### config.mk
export PLATFORM = sky130hd
export DESIGN_NAME = instr_fetch_buffer
export DESIGN_NICKNAME = d
export VERILOG_FILES = /design/src/rtl/instr_fetch_buffer.sv
export SDC_FILE = /design/constraint.sdc
export NUM_CORES = 1
export LEC_CHECK = 0
export BUFFER_PORTS_ARGS = -buffer_cell sky130_fd_sc_hd__buf_2
export CAP_MARGIN = 20
export CORE_UTILIZATION = 45
export DETAILED_ROUTE_END_ITERATION = 8
export GPL_TIMING_DRIVEN = 0
export MAX_ROUTING_LAYER = met4
export SYNTH_ARGS = -nofsm -noshare
export SYNTH_HDL_FRONTEND = slang
export SYNTH_SLANG_ARGS = --single-unit
### constraint.sdc
create_clock -name clk -period 17.7 [get_ports clk]
set_clock_uncertainty 0.2 [all_clocks]
set_input_delay 3.54 -clock clk [delete_from_list [all_inputs] [get_ports clk]]
set_output_delay 3.54 -clock clk [all_outputs]
set_load 0.005 [all_outputs]
### src/rtl/instr_fetch_buffer.sv
// Instruction-fetch front end: prefetches sequential words into a small FIFO and
// returns one registered instruction per core PC. Define FETCH_PERF_EN for event counters.
module instr_fetch_buffer #(
   parameter int unsigned DEPTH    = 4,
   parameter logic [31:0] RESET_PC = 32'h0000_0000
) (
   input  logic        clk,
   input  logic        rst,
   input  logic [31:0] i_pc,
   output logic [31:0] o_instr,
   output logic        o_ifValid,
   output logic        o_memReqValid,
   input  logic        i_memReqReady,
   output logic [31:0] o_memReqAddr,
   input  logic        i_memRspValid,
   input  logic [31:0] i_memRspData
`ifdef FETCH_PERF_EN
   ,
   output logic [31:0] o_redirectCnt,
   output logic [31:0] o_starveCnt
`endif
);

   localparam int unsigned PTR_W = (DEPTH > 1) ? $clog2(DEPTH) : 1;
   localparam int unsigned CNT_W = PTR_W + 1;
   localparam logic [CNT_W-1:0] C_ONE = CNT_W'(1);
   localparam logic [PTR_W-1:0] P_ONE = PTR_W'(1);
   localparam logic [CNT_W:0]   CAP   = (CNT_W+1)'(DEPTH);
   localparam logic [31:0]      NO_PC = 32'hFFFF_FFFF;

   typedef enum logic [1:0] {C_HOLD, C_DELIVER, C_WAIT, C_REDIRECT} cls_e;

   logic [DEPTH-1:0][31:0] fifo_q;
   logic [PTR_W-1:0]       rd_ptr, wr_ptr;
   logic [CNT_W-1:0]       fifo_cnt, outstanding, drop_cnt;
   logic [31:0]            fetch_pc, exp_pc, last_pc, pend_tgt;
   logic                   pend_redir;

   cls_e             cls;
   logic [31:0]      pc_a, fetch_nxt, tgt_nxt;
   logic             redirect, deliver, hs, req_stall, push, pend_nxt;
   logic [CNT_W-1:0] out_nxt, cnt_nxt, drop_eff, drop_nxt;
   logic [CNT_W:0]   sum_nxt;

   assign pc_a = i_pc & 32'hFFFF_FFFC;

   always_comb begin
      cls = C_REDIRECT;
      if (pc_a == last_pc)
         cls = C_HOLD;
      else if (pc_a == exp_pc)
         cls = (fifo_cnt != '0) ? C_DELIVER : C_WAIT;
   end

   assign redirect  = (cls == C_REDIRECT);
   assign deliver   = (cls == C_DELIVER);
   assign hs        = o_memReqValid & i_memReqReady;
   assign req_stall = o_memReqValid & ~i_memReqReady;

   // A request accepted after a jump while it was stuck carries the old address,
   // so it joins the discard count the moment it is accepted.
   assign drop_eff = drop_cnt + ((hs && pend_redir) ? C_ONE : '0);
   assign push     = i_memRspValid & ~redirect & (drop_eff == '0);
   assign out_nxt  = outstanding + (hs ? C_ONE : '0) - (i_memRspValid ? C_ONE : '0);
   assign cnt_nxt  = redirect ? '0
                   : fifo_cnt + (push ? C_ONE : '0) - (deliver ? C_ONE : '0);
   assign sum_nxt  = {1'b0, cnt_nxt} + {1'b0, out_nxt};

   // After a jump every word still in flight is stale, including ones already
   // marked for discard, so the drop count becomes the whole in-flight count.
   assign drop_nxt = redirect ? out_nxt
                   : drop_eff - ((i_memRspValid && drop_eff != '0) ? C_ONE : '0);

   always_comb begin
      fetch_nxt = fetch_pc;
      pend_nxt  = pend_redir;
      tgt_nxt   = pend_tgt;
      if (hs) begin
         fetch_nxt = pend_redir ? pend_tgt : fetch_pc + 32'd4;
         pend_nxt  = 1'b0;
      end
      if (redirect) begin
         if (req_stall) begin
            pend_nxt = 1'b1;
            tgt_nxt  = pc_a;
         end else begin
            fetch_nxt = pc_a;
         end
      end
   end

   always_ff @(posedge clk or posedge rst) begin
      if (rst) begin
         fetch_pc      <= RESET_PC;
         pend_redir    <= 1'b0;
         pend_tgt      <= RESET_PC;
         outstanding   <= '0;
         drop_cnt      <= '0;
         o_memReqValid <= 1'b0;
         o_memReqAddr  <= RESET_PC;
      end else begin
         fetch_pc    <= fetch_nxt;
         pend_redir  <= pend_nxt;
         pend_tgt    <= tgt_nxt;
         outstanding <= out_nxt;
         drop_cnt    <= drop_nxt;
         if (!req_stall) begin
            o_memReqValid <= (sum_nxt < CAP);
            o_memReqAddr  <= fetch_nxt;
         end
      end
   end

   always_ff @(posedge clk or posedge rst) begin
      if (rst) begin
         rd_ptr   <= '0;
         wr_ptr   <= '0;
         fifo_cnt <= '0;
      end else begin
         fifo_cnt <= cnt_nxt;
         if (redirect) begin
            rd_ptr <= '0;
            wr_ptr <= '0;
         end else begin
            if (push)    wr_ptr <= wr_ptr + P_ONE;
            if (deliver) rd_ptr <= rd_ptr + P_ONE;
         end
      end
   end

   always_ff @(posedge clk) begin
      if (push) fifo_q[wr_ptr] <= i_memRspData;
   end

   always_ff @(posedge clk or posedge rst) begin
      if (rst) begin
         o_instr   <= '0;
         o_ifValid <= 1'b0;
         last_pc   <= NO_PC;
         exp_pc    <= RESET_PC;
      end else begin
         case (cls)
            C_DELIVER: begin
               o_instr   <= fifo_q[rd_ptr];
               o_ifValid <= 1'b1;
               last_pc   <= pc_a;
               exp_pc    <= exp_pc + 32'd4;
            end
            C_WAIT: o_ifValid <= 1'b0;
            C_REDIRECT: begin
               o_ifValid <= 1'b0;
               last_pc   <= NO_PC;
               exp_pc    <= pc_a;
            end
            default: ;
         endcase
      end
   end

`ifdef FETCH_PERF_EN
   always_ff @(posedge clk or posedge rst) begin
      if (rst) begin
         o_redirectCnt <= '0;
         o_starveCnt   <= '0;
      end else begin
         if (redirect)       o_redirectCnt <= o_redirectCnt + 32'd1;
         if (cls == C_WAIT)  o_starveCnt   <= o_starveCnt + 32'd1;
      end
   end
`endif

endmodule

# Word level (Yosys, flattened, before mapping)
# Index checks and enable logic that the tools add are counted.
[totals]
register_bits = 334
wordCells = 85
[classes]
addsub = 11
order_cmp = 4
n_eq_ne = 5
muxes = 30
bitwise_logic = 6
reduce_logical = 11
[op_table]
columns = ["op", "n"]
rows = [
  ["$mux 32", 6],
  ["$bwmux 128", 1],
  ["$pmux 32 s2", 2],
  ["$add 32x3->32 const B", 2],
  ["$bmux 32 s2", 1],
  ["$demux 32 s2", 1],
  ["$eq 32x32->1", 2],
  ["$mux 2", 7],
  ["$add 3x1->3", 3],
  ["$mux 1", 9],
  ["$sub 3x1->3", 3],
  ["$lt 2x3->1 const B", 2],
  ["$mux 3", 2],
  ["$reduce_bool 2->1", 3],
  ["$reduce_bool 3->1", 2],
  ["$add 2x1->2 const B", 2],
  ["$add 3x3->4", 1],
  ["$and 1x1->1", 4],
  ["$eq 2x2->1 const B", 2],
  ["$lt 4x3->1 const B", 1],
  ["$logic_and 1x1->1", 3],
  ["$logic_not 3->1", 1],
  ["$eq 2x1->1 const B", 1],
  ["$ge 2x1->1 const B", 1],
  ["other kinds (4)", 5],
]

# Longest topological paths before layout
# Gate-level depths: netlist (run 1).
[logic_depth]
depth_word = 14
depth_mapped = 20
ltp_nobuf = 20

# Worst setup path after synthesis (run 1)
# OpenSTA, ideal clock, no wires.
[synth_path]
path_type = "input to register"
from = "in i_pc[31]"
to = "reg o_memReqValid"
t_arrival_ns = 6.994
required_ns = 17.418
setup_slack_ns = 10.424
path_stages = 20
path_buffers = 3
cell_sequence = "clkbuf_1 xor2_1 nor4_1 nand4_1 or2_1 buf_6 buf_2 a21oi_2 inv_1 ha_1 inv_1 ha_1 fa_1 xnor2_1 xnor2_1 nor2_1 ha_1 nor3_1 nor2_1 a31oi_1"
[synth_via]
elab_chain_cells = 13
[synth_rtl]
columns = ["element", "line", "source"]
rows = [
  ["from (decl)", "9", "input logic [31:0] i_pc,"],
  ["$eq 32x32->1", "51", "else if (pc_a == exp_pc)"],
  ["$mux 2", "51", ""],
  ["$mux 2 (*)", "49", "if (pc_a == last_pc)"],
  ["$eq 2x2->1", "55", "assign redirect = (cls == C_REDIRECT);"],
  ["$not 1->1", "63", "assign push = i_memRspValid & ~redirect & (drop_eff == '0);"],
  ["$and 1x1->1 (2 in series)", "63", ""],
  ["$mux 1", "66", ": fifo_cnt + (push ? C_ONE : '0) - (deliver ? C_ONE : '0);"],
  ["$add 3x1->3", "66", ""],
  ["$sub 3x1->3", "66", ""],
  ["$mux 3 (*)", "65", "assign cnt_nxt = redirect ? '0"],
  ["net cnt_nxt[2]", "42", "logic [CNT_W-1:0] out_nxt, cnt_nxt, drop_eff, drop_nxt;"],
  ["$add 3x3->4 (*)", "67", "assign sum_nxt = {1'b0, cnt_nxt} + {1'b0, out_nxt};"],
  ["$lt 4x3->1 (*)", "108", "o_memReqValid <= (sum_nxt < CAP);"],
  ["to (signal assigned)", "108", ""],
  ["to (decl)", "12", "output logic o_memReqValid,"],
]
# The timed path passes the listed nets; every way through them passes the cells marked *.
# A chain may end at the register's enable or synchronous reset.

# Final worst setup path (run 1)
[layout_path]
from = "in i_pc[14]"
to = "reg o_memReqValid"
# Same word-level chain as after synthesis.

==> results.yml, run 1 <==
place:
  dp_slack_ns: 9.22
  gp_congestion: 0.933
  hpwl_mm: 32.1
  port_buffers: 116
routing:
  vias_per_cell: 5.97
  drc_errors: 1
  vias: 11300
  drtAntennaViolNets: 0
  wl_per_cell_um: 24.3
  wl_mm: 46.2
  drtPass1Iterations: 9
  drtIter0Drc: 732
pwr:
  peakVddDrop_mv: 0.0862
  p_per_area_nw_per_um2: 122
  leakagePower_nw: 7.09
sta:
  drv_slew: 0
  period_needed_ns: 7.94
  layout_setup_ws_ns: 9.76
  tns_ns: 0
  fin_crit_sh_pct: 44.9
  setup_viol: 0
  rsz0062_at_grt: "false"
  fmax_mhz: 126
  tightest_slew_ns: 0.932
  slew_headroom_pct: 37.3
  finalHoldViolations: 0
final_layout:
  drive_above_1_share_pct: 24.9
  antenna_cells: 0
  layout_commonest_cell: "dfrtp_1"
  final_cell_mix: "172 x dfrtp_1, 146 x buf_2, 128 x edfxtp_1"
  fill_cells: 3018
  finish.utilization_pct: 52.9
  fin_nets: 1499
  area_delta_synth_final_pct: 16.2
worst_setup_path:
  endpoint_kind: "flip-flop"
  path_cells: "clkbuf_1, xor2_1, nor4_1, nand4_1, or2_0, buf_2, buf_1, a21oi_2, inv_1, ha_1, inv_1, ha_1, fa_1, xnor2_1, xnor2_1, nor2_1, ha_1, nor3_1, nor2_1, a31oi_1"
  crit_slowest_cell: "clkbuf_1"
  slowest_delay_ns: 0.65
  cp_common_cell: "ha_1"
  start_kind: "primary input"
  required_ns: 17.98
  cp.arrival_ns: 8.22
  path_class: "in -> reg"
  reg2reg_depth: 20
  cp_max_fo: 10
yosys:
  yosysWarnings: 0
  synth.distinct_cells: 74
  yosysTopAreaCell: "dfrtp_1"
  synth.area.mux_share_pct: 11.2
  ys_top_cells_by_area: "dfrtp_1 27%, edfxtp_1 24%, dfstp_2 5.2%"
  synth_top_family_by_area: "compound AO/OA/AOI/OAI gates"
  netlist_area_um2: 15700
  synth_ff_type: "dfrtp_1"
  synth_top_area_share_pct: 27.4
  synth_nets: 1336
  syn_inst: 1250
  avgSynthCellArea_um2: 12.6
  synth_simple_gate_area_share_pct: 10.9
  synth_edf_count: 128
  ys_seq_elements: 331
  async_flop_share_pct: 61.3
  synth_seq_area_share_pct: 57.1
  synthAdderAreaFrac_pct: 1.53
  synth_compound_area_share_pct: 12.0
  synth_xor_area_share_pct: 3.74
worst_hold_path:
  worstHoldPathCells: 2
  hp-class: "reg -> reg"
clocking:
  postCtsSetupBuffers: 0
  numCtsBuffers: 39
  tritoncts: "yes"
  holdBufCountCts: 0
  cts_resized: 0
  htreeDepth: 2
  clk_latency_ns: 0.56
  root_buffer: "clkbuf_16"
  clkTransAtPathRegs_ns: 0.06
  cts_sinks: 331
  clock_path_buffers: 3
floorplanning:
  dieArea_um2: 35600
  pin_count: 134
  dieHeight_um: 189
  die_w_um: 189
  core.rowCount: 68
  initial_core_util_pct: 45.5
  core_area_um2: 34500
global_routing:
  grt_pass1_vias: 11300
  overflow: 0
  grt_pass1_wl_mm: 70.1
  antenna_found_initial: 1
  grt_max_degree: 123
  grt_usage_pct: 27.3
flow_run:
  maxCapViolCount: 0
run_status:
  status: "finished, violations left"
  violations: "DRC"
## critical path: cells and delay by family
| family | cells | cell delay, ns |
|---|---|---|
| xor+xnor | 3 | 0.48 |
| buf+inv | 5 | 1.41 |
| compound gates | 2 | 0.51 |
| simple gates | 6 | 1.15 |
| fa+ha+maj | 4 | 1.10 |
## per-layer routing
layer | routed length (um) | vias to the layer above | GRT usage (%)
met2 | 21200 | 440 | 40.5
met1 | 19800 | 5694 | 36.5
li1 | - | 5106 | -
met4 | 1640 | 0 | 10.1
met3 | 3600 | 101 | 6.35
met5 | 0 | - | -
## Yosys cell counts, drive strengths merged, types with 32 or more instances
| master | count |
|---|---|
| dfrtp | 172 |
| xor2 | 61 |
| nor4 | 34 |
| edfxtp | 128 |
| mux2 | 73 |
| nor2 | 64 |
| a21oi | 38 |
| nand2 | 74 |
| nand3 | 38 |
| mux4 | 32 |
| buf | 46 |
| nor3 | 32 |
| o22a | 42 |
| clkbuf | 51 |
## worst paths after layout
check                      slack, ns                   startpoint                     endpoint
max reg2reg                    12.80       exp_pc[22]$_DFFE_PP0P_    o_memReqValid$_DFFE_PP0N_
max in group asynchronous      13.36                          rst       exp_pc[29]$_DFFE_PP0P_
min                             0.27  o_memReqAddr[0]$_DFFE_PP0N_  o_memReqAddr[0]$_DFFE_PP0N_
max                             9.76                     i_pc[14]    o_memReqValid$_DFFE_PP0N_
min in group asynchronous       2.89                          rst      o_instr[14]$_DFFE_PP0N_
min reg2reg                     0.27  o_memReqAddr[0]$_DFFE_PP0N_  o_memReqAddr[0]$_DFFE_PP0N_
## kinds of logic (layout without fill, tap and decap cells)
family / Yosys count / in the layout
mux: 127 / 127
buf+inv: 125 / 319
simple gates: 328 / 328
compound gates: 254 / 254
fa+ha+maj: 18 / 18
xor+xnor: 67 / 67
flops: 331 / 331
## where the power goes
part / total [mW] / switching [mW] / internal (mW)
sequential: 0.969 / 0.0841 / 0.885
clock: 0.796 / 0.327 / 0.470
combinational: 0.451 / 0.266 / 0.185
## sequential cells by signal, indices dropped and copies added, names as in the netlist, 3 cells and up
| name | cells |
|---|---|
| fifo_q | 128 |
| drop_cnt | 3 |
| o_memReqAddr | 32 |
| outstanding | 3 |
| fifo_cnt | 3 |
| exp_pc | 30 |
| fetch_pc | 32 |
| pend_tgt | 30 |
| last_pc | 31 |
| o_instr | 32 |
## metrics by stage
| stage | instances | cell area [um^2] | total power [mW] | hold slack [ns] |
|---|---|---|---|---|
| 3_5_place_dp | 1826 | 17000 | 1.43 | 0.259 |
| 6_report | 1899 | 18200 | 2.22 | 0.269 |
| 2_1_floorplan | 1250 | 15700 | 1.26 | 0.239 |
| 5_1_grt | 1899 | 18200 | 2.31 | 0.303 |
| 3_3_place_gp | 1821 | 16800 | 1.42 | 0.258 |
| 4_1_cts | 1898 | 18200 | 2.22 | 0.272 |
## cell type report
class                           count  area (um^2)  share of cell area, %
Buffer                             97          443                   2.43
Timing Repair Buffer              122          699                   3.83
Clock inverter                     22          206                   1.13
Multi-Input combinational cell    794         6180                   33.9
Tap cell                          455          569                   3.12
Clock buffer                       50         1060                   5.80
Sequential cell                   331         8960                   49.1
Inverter                           28          115                  0.631
Power figures use the tool's default switching activity.
==> run 2, diff against run 1 <==
--- a/config.mk
+++ b/config.mk
@@ -5,6 +5,7 @@
 export SDC_FILE = /design/constraint.sdc
 export NUM_CORES = 1
 export LEC_CHECK = 0
+export ABC_AREA = 1
 export BUFFER_PORTS_ARGS = -buffer_cell sky130_fd_sc_hd__buf_2
 export CAP_MARGIN = 20
 export CORE_UTILIZATION = 45
==> constraint.sdc (replaced) <==
create_clock -name clk -period 7.7 [get_ports clk]
set_clock_uncertainty 0.2 [all_clocks]
set_input_delay 1.54 -clock clk [delete_from_list [all_inputs] [get_ports clk]]
set_output_delay 1.54 -clock clk [all_outputs]
set_load 0.005 [all_outputs]
==> run 2 against run 1 <==
- the flow still finishes with violations (DRC)
- wire length increased by 6.5%
- via count rose by 20%
- first-iteration DRC count is 41% higher
- count of clock-buffer cells in the layout grew 1
- clock power increased by 130%
- die area up 4.1%
- synthesized area increased by 4.1%
- worst setup slack worse by 7.6 ns
- sequential power is 130% higher
- sequential share of layout area shrank 2.0 points
==> results.yml, run 2 <==
final_layout:
  largest_register: "fifo_q"
  seqCellArea_um2: 8960
  design_area_um2: 19000
  multiInputGateArea_um2: 6410
  layout_commonest_cell: "nand2_1"
  fill_cells: 3384
  finish.utilization_pct: 53.3
  final_cell_mix: "641 x nand2_1, 182 x nor2_1, 172 x dfrtp_1"
  fin_nets: 2184
  drive_above_1_share_pct: 15.3
  largest_reg_flops: 128
  area_delta_synth_final_pct: 16.4
clocking:
  numCtsBuffers: 37
  cts_resized: 0
  htreeDepth: 2
  postCtsSetupBuffers: 0
  tritoncts: "yes"
  root_buffer: "clkbuf_16"
  clkTransAtPathRegs_ns: 0.06
  cts_sinks: 331
  holdBufCountCts: 0
  clk_latency_ns: 0.56
  clock_path_buffers: 3
routing:
  wl_mm: 49.2
  drc_errors: 14
  wl_per_cell_um: 19.0
  vias_per_cell: 5.23
  drtPass1Iterations: 7
  drtAntennaViolNets: 0
  drtIter0Drc: 1029
  vias: 13600
yosys:
  async_flop_share_pct: 61.3
  synth.distinct_cells: 40
  synth_ff_type: "dfrtp_1"
  synth_nets: 2009
  ys_seq_elements: 331
  synth_edf_count: 128
  ys_top_cells_by_area: "dfrtp_1 26%, edfxtp_1 24%, nand2_1 15%"
  netlist_area_um2: 16300
  syn_inst: 1923
  synth_top_area_share_pct: 26.3
  synth_commonest_cells: "641 x nand2_1, 186 x nor2_1, 172 x dfrtp_1"
  synth_seq_area_share_pct: 54.9
  avgSynthCellArea_um2: 8.50
  yosysTopAreaCell: "dfrtp_1"
  yosysMostFrequentCell: "nand2_1"
  yosysWarnings: 0
global_routing:
  grt_max_degree: 119
  antenna_found_initial: 2
  grt_usage_pct: 28.1
  grt_pass1_vias: 13200
  overflow: 0
  grt_pass1_wl_mm: 75.7
place:
  hpwl_mm: 36.0
  post_dp_cell_area_um2: 17700
  gp_congestion: 0.976
  port_buffers: 131
floorplanning:
  die_w_um: 193
  core.rowCount: 69
  dieArea_um2: 37100
  dieHeight_um: 193
  core_area_um2: 35700
  pin_count: 134
  initial_core_util_pct: 45.8
worst_setup_path:
  cp_max_fo: 10
  required_ns: 7.99
  reg2reg_depth: 21
  path_class: "in -> reg"
  cp.arrival_ns: 5.86
  endpoint_kind: "flip-flop"
  start_kind: "primary input"
pwr:
  p_per_area_nw_per_um2: 270
  leakagePower_nw: 8.68
  power.total_mw: 5.12
  peakVddDrop_mv: 0.204
sta:
  drv_slew: 0
  period_needed_ns: 5.57
  finalHoldViolations: 0
  fin_crit_sh_pct: 72.4
  setup_viol: 0
  rsz0062_at_grt: "false"
  fmax_mhz: 179
  slew_headroom_pct: 52.7
  tightest_slew_ns: 0.709
worst_hold_path:
  worstHoldPathCells: 2
  hp-class: "reg -> reg"
run_status:
  status: "finished, violations left"
  violations: "DRC"
flow_run:
  maxCapViolCount: 0
run 2: cell types whose count changed in the layout (fill, tap and decap cells not counted), moves of 31 or more:
cell     change
mux4_2      -32
nor2_1     +119
xnor2_1     +31
nand3_1     +75
nand2_1    +567
mux2_2      -60
inv_1      +100
o21ai_0    +109
o22a_1      -42
xor2_1      -33
run 2: path summary, 6_finish.rpt:
path                       slack [ns]                           end                          from
setup / recovery                 2.13     o_memReqValid$_DFFE_PP0N_                 i_memReqReady
hold / removal                   0.27  o_memReqAddr[11]$_DFFE_PP0N_  o_memReqAddr[11]$_DFFE_PP0N_
max in group asynchronous        5.36        fetch_pc[24]$_DFF_PP0_                           rst
hold reg to reg                  0.27  o_memReqAddr[11]$_DFFE_PP0N_  o_memReqAddr[11]$_DFFE_PP0N_
min in group asynchronous        0.87        o_instr[0]$_DFFE_PP0N_                           rst
setup reg to reg                 2.60     o_memReqValid$_DFFE_PP0N_     o_memReqValid$_DFFE_PP0N_
run 2: cell families (layout without fill, tap and decap cells):
group | after synthesis | count (layout) | synth area share [%]
XOR/XNOR | 65 | 65 | 3.48
flip-flops | 331 | 331 | 54.9
buffers and inverters | 238 | 442 | 6.09
adder cells (fa/ha/maj) | 18 | 18 | 1.47
AND/OR/NAND/NOR | 1011 | 1011 | 25.4
AO/OA/AOI/OAI | 260 | 260 | 8.74
other | 0 | 2 | 0
run 2: power breakdown:
group / switching (mW) / internal, mW
Combinational: 0.679 / 0.367
Clock: 0.750 / 1.12
Sequential: 0.162 / 2.05
run 2: critical path: stages:
cell and delay, ns:
buf_2 0.12, nand2_1 0.16, inv_2 0.07, nand2_1 0.39, inv_2 0.24, ha_1 0.26
ha_1 0.19, xor2_1 0.19, nor3_1 0.23, nand2_1 0.18, inv_1 0.11, nand2_1 0.26
ha_1 0.39, inv_1 0.04, ha_1 0.18, fa_1 0.38, xnor2_1 0.14, nor2_1 0.18
ha_1 0.26, nor3_1 0.17, nand2_1 0.11, nand2_1 0.06
run 2: per-layer routing:
layer | part of all wire, % | GRT usage, % | vias to the layer above | wire (um)
li1 | - | - | 6617 | -
met5 | 0 | - | - | 0
met4 | 3.8 | 11.8 | 0 | 1870
met1 | 42 | 34.1 | 6415 | 20600
met2 | 49 | 47.1 | 426 | 24300
met3 | 4.9 | 3.76 | 98 | 2430
run 2: cell type report:
class	count	area share [%]
Clock buffer	51	5.63
Buffer	90	2.31
Clock inverter	17	1.16
Multi-Input combinational cell	1354	33.7
Sequential cell	331	47.1
Antenna cell	2	0.0263
Tap cell	461	3.03
Timing Repair Buffer	136	4.01
Inverter	148	2.96
run 2: stage by stage:
step                worst slack, ns  TNS (ns)  hold slack [ns]  cells
global route                   1.85         0            0.293   2590
detailed placement             1.58         0            0.260   2520
CTS                            2.16         0            0.276   2588
global placement              -2.26   -384.09            0.257   2515
finish                         2.13         0            0.269   2590
floorplan                     0.472         0            0.249   1923
==> run 3, diff against run 2 <==
==> constraint.sdc (replaced) <==
create_clock -name clk -period 5.25 [get_ports clk]
set_clock_uncertainty 0.2 [all_clocks]
set_input_delay 1.05 -clock clk [delete_from_list [all_inputs] [get_ports clk]]
set_output_delay 1.05 -clock clk [all_outputs]
set_load 0.005 [all_outputs]
==> run 3 against run 2 <==
- the flow still finishes with violations (DRC)
- sequential share of layout area fell by 0.15 points
- total power is 46% higher
- core utilization grew 0.17 points
- global-route usage increased by 0.19 points
- count of clock-buffer cells in the layout rose by 6
- wire length rose by 0.39%
- sequential power is 47% higher
- critical path depth fell by 1
- sequential cell count did not move
- combinational power rose by 48%
- critical endpoint unchanged
- largest cell class unchanged
==> results.yml, run 3 (synthesized netlist as in run 2, its figures left out) <==
floorplanning:
  dieArea_um2: 37100
  initial_core_util_pct: 45.8
  die_w_um: 193
  core.rowCount: 69
  pin_count: 134
  core_area_um2: 35700
  dieHeight_um: 193
pwr:
  clock_power_share_pct: 35.9
  netSwitchingFraction_pct: 31.1
  pwr-share-comb_pct: 20.7
  peakVddDrop_mv: 0.258
  cellInternalPower_mw: 5.15
  seq_power_share_pct: 43.4
  p_per_area_nw_per_um2: 392
  p_switching_mw: 2.32
  leakagePower_nw: 8.70
routing:
  drtPass1Iterations: 7
  drtIter0Drc: 937
  vias: 13500
  drc_errors: 17
  wl_per_cell_um: 19.0
  wl_mm: 49.4
  drtAntennaViolNets: 0
  vias_per_cell: 5.20
sta:
  period_needed_ns: 4.88
  slew_headroom_pct: 53.4
  fin_crit_sh_pct: 93.0
  drv_slew: 0
  fmax_mhz: 205
  rsz0062_at_grt: "false"
  tns_ns: 0
  setup_viol: 0
  timing.hold.ws_ns: 0.268
  tightest_slew_ns: 0.699
  finalHoldViolations: 0
run_status:
  violations: "DRC"
  status: "finished, violations left"
place:
  gp_congestion: 0.984
  hpwl_mm: 36.6
  port_buffers: 131
worst_setup_path:
  cp.arrival_ns: 5.17
  r2r_setup_slack_ns: 0.37
  path_class: "reg -> reg"
  start_kind: "flip-flop"
  crit_slowest_cell: "ha_1"
  endpoint_kind: "flip-flop"
  path_delay_family: "simple AND/OR/NAND/NOR gates"
  cp_max_fo: 10
  critPathBufInv: 5
  path_cells: "clkbuf_1, nand2_1, inv_2, nand2_2, inv_4, ha_1, ha_1, nor3_1, nand2_1, inv_1, nand2_1, ha_1, inv_1, ha_1, fa_1, xnor2_1, nor2_1, ha_1, nor3_1, nand2_1, nand2_1"
  required_ns: 5.54
  slowest_delay_ns: 0.39
global_routing:
  grt_pass1_vias: 13100
  overflow: 0
  grt_pass1_wl_mm: 75.5
  antenna_found_initial: 5
  grt_max_degree: 43
  grt_usage_pct: 28.3
final_layout:
  fill_cells: 3409
  largest_reg_flops: 128
  drive_above_1_share_pct: 15.4
  final_cell_mix: "640 x nand2_1, 182 x nor2_1, 172 x dfrtp_1"
  largest_register: "fifo_q"
  area_delta_synth_final_pct: 16.7
  fin_nets: 2189
  layout_commonest_cell: "nand2_1"
clocking:
  clkTransAtPathRegs_ns: 0.06
  root_buffer: "clkbuf_16"
  clock_path_buffers: 3
  htreeDepth: 2
  clk_latency_ns: 0.56
  holdBufCountCts: 0
  tritoncts: "yes"
  numCtsBuffers: 38
  cts_sinks: 331
worst_hold_path:
  hp-class: "reg -> reg"
flow_run:
  maxCapViolCount: 0
==> run 3: cell types whose count changed in the layout (fill, tap and decap cells not counted), sizes merged <==
cell	delta
diode	+3
clkbuf	+6
clkinvlp	-1
buf	+4
inv	-2
bufinv	-2
clkinv	-1
==> run 3: power by group through the flow <==
stage | Combinational, mW | Clock [mW] | Sequential [mW]
after floorplan | 1.00 | 0 | 3.24
after global placement | 1.52 | 0 | 3.28
after detailed placement | 1.54 | 0 | 3.28
after CTS | 1.55 | 2.74 | 3.24
after global routing | 1.76 | 2.83 | 3.28
final | 1.55 | 2.68 | 3.24
==> run 3: final cells by class <==
cell class                      instances  area, um^2  area share, %
Sequential cell                       331        8960           47.0
Multi-Input combinational cell       1354        6410           33.6
Clock buffer                           57        1130           5.94
Timing Repair Buffer                  140         836           4.38
Tap cell                              461         577           3.02
Inverter                              148         562           2.95
Buffer                                 90         439           2.30
Clock inverter                         11         138          0.722
Antenna cell                            5        12.5         0.0656
==> run 3: worst paths after layout <==
path / start / to / cells after the start
worst max-delay path: o_memReqValid$_DFFE_PP0N_ / o_memReqValid$_DFFE_PP0N_ / 21
worst min-delay path: o_memReqAddr[20]$_DFFE_PP0N_ / o_memReqAddr[20]$_DFFE_PP0N_ / 2
worst max register to register: o_memReqValid$_DFFE_PP0N_ / o_memReqValid$_DFFE_PP0N_ / 21
worst min register to register: o_memReqAddr[20]$_DFFE_PP0N_ / o_memReqAddr[20]$_DFFE_PP0N_ / 2
max in group asynchronous: rst / o_memReqAddr[21]$_DFFE_PP0N_ / 5
min in group asynchronous: rst / o_instr[7]$_DFFE_PP0N_ / 2
==> run 3: per-layer routing <==
layer  global-route usage (%)  vias up  wire length (um)
met2                     47.1      381             24000
met3                     4.13      101              2370
met4                     13.8        0              2320
met1                     33.6     6396             20700
met5                        -        -                 0
li1                         -     6636                 -
==> run 3: stage by stage <==
stage	area [um^2]	util (%)	power (mW)	instances	setup slack, ns
detailed placement	17800	49.9	4.82	2524	-0.396
CTS	19100	53.4	7.53	2592	0.126
global route	19100	53.5	7.87	2597	0.0141
global placement	17600	49.3	4.80	2515	-1.27
floorplan	16300	-	4.24	1923	0.691
finish	19100	53.5	7.47	2597	0.368
==> run 3: tightest hold or removal path: cells and delay by family (launching register included) <==
kind	cells	cell delay, ns
flip-flops	1	0.33
AND/OR/NAND/NOR	2	0.10
==> run 3: what timing repair did <==
action                                 CTS  global route
endpoints found under the hold margin    0             0
buffers inserted                         0             0
resized for setup                        0             2
setup endpoints to repair                0             1
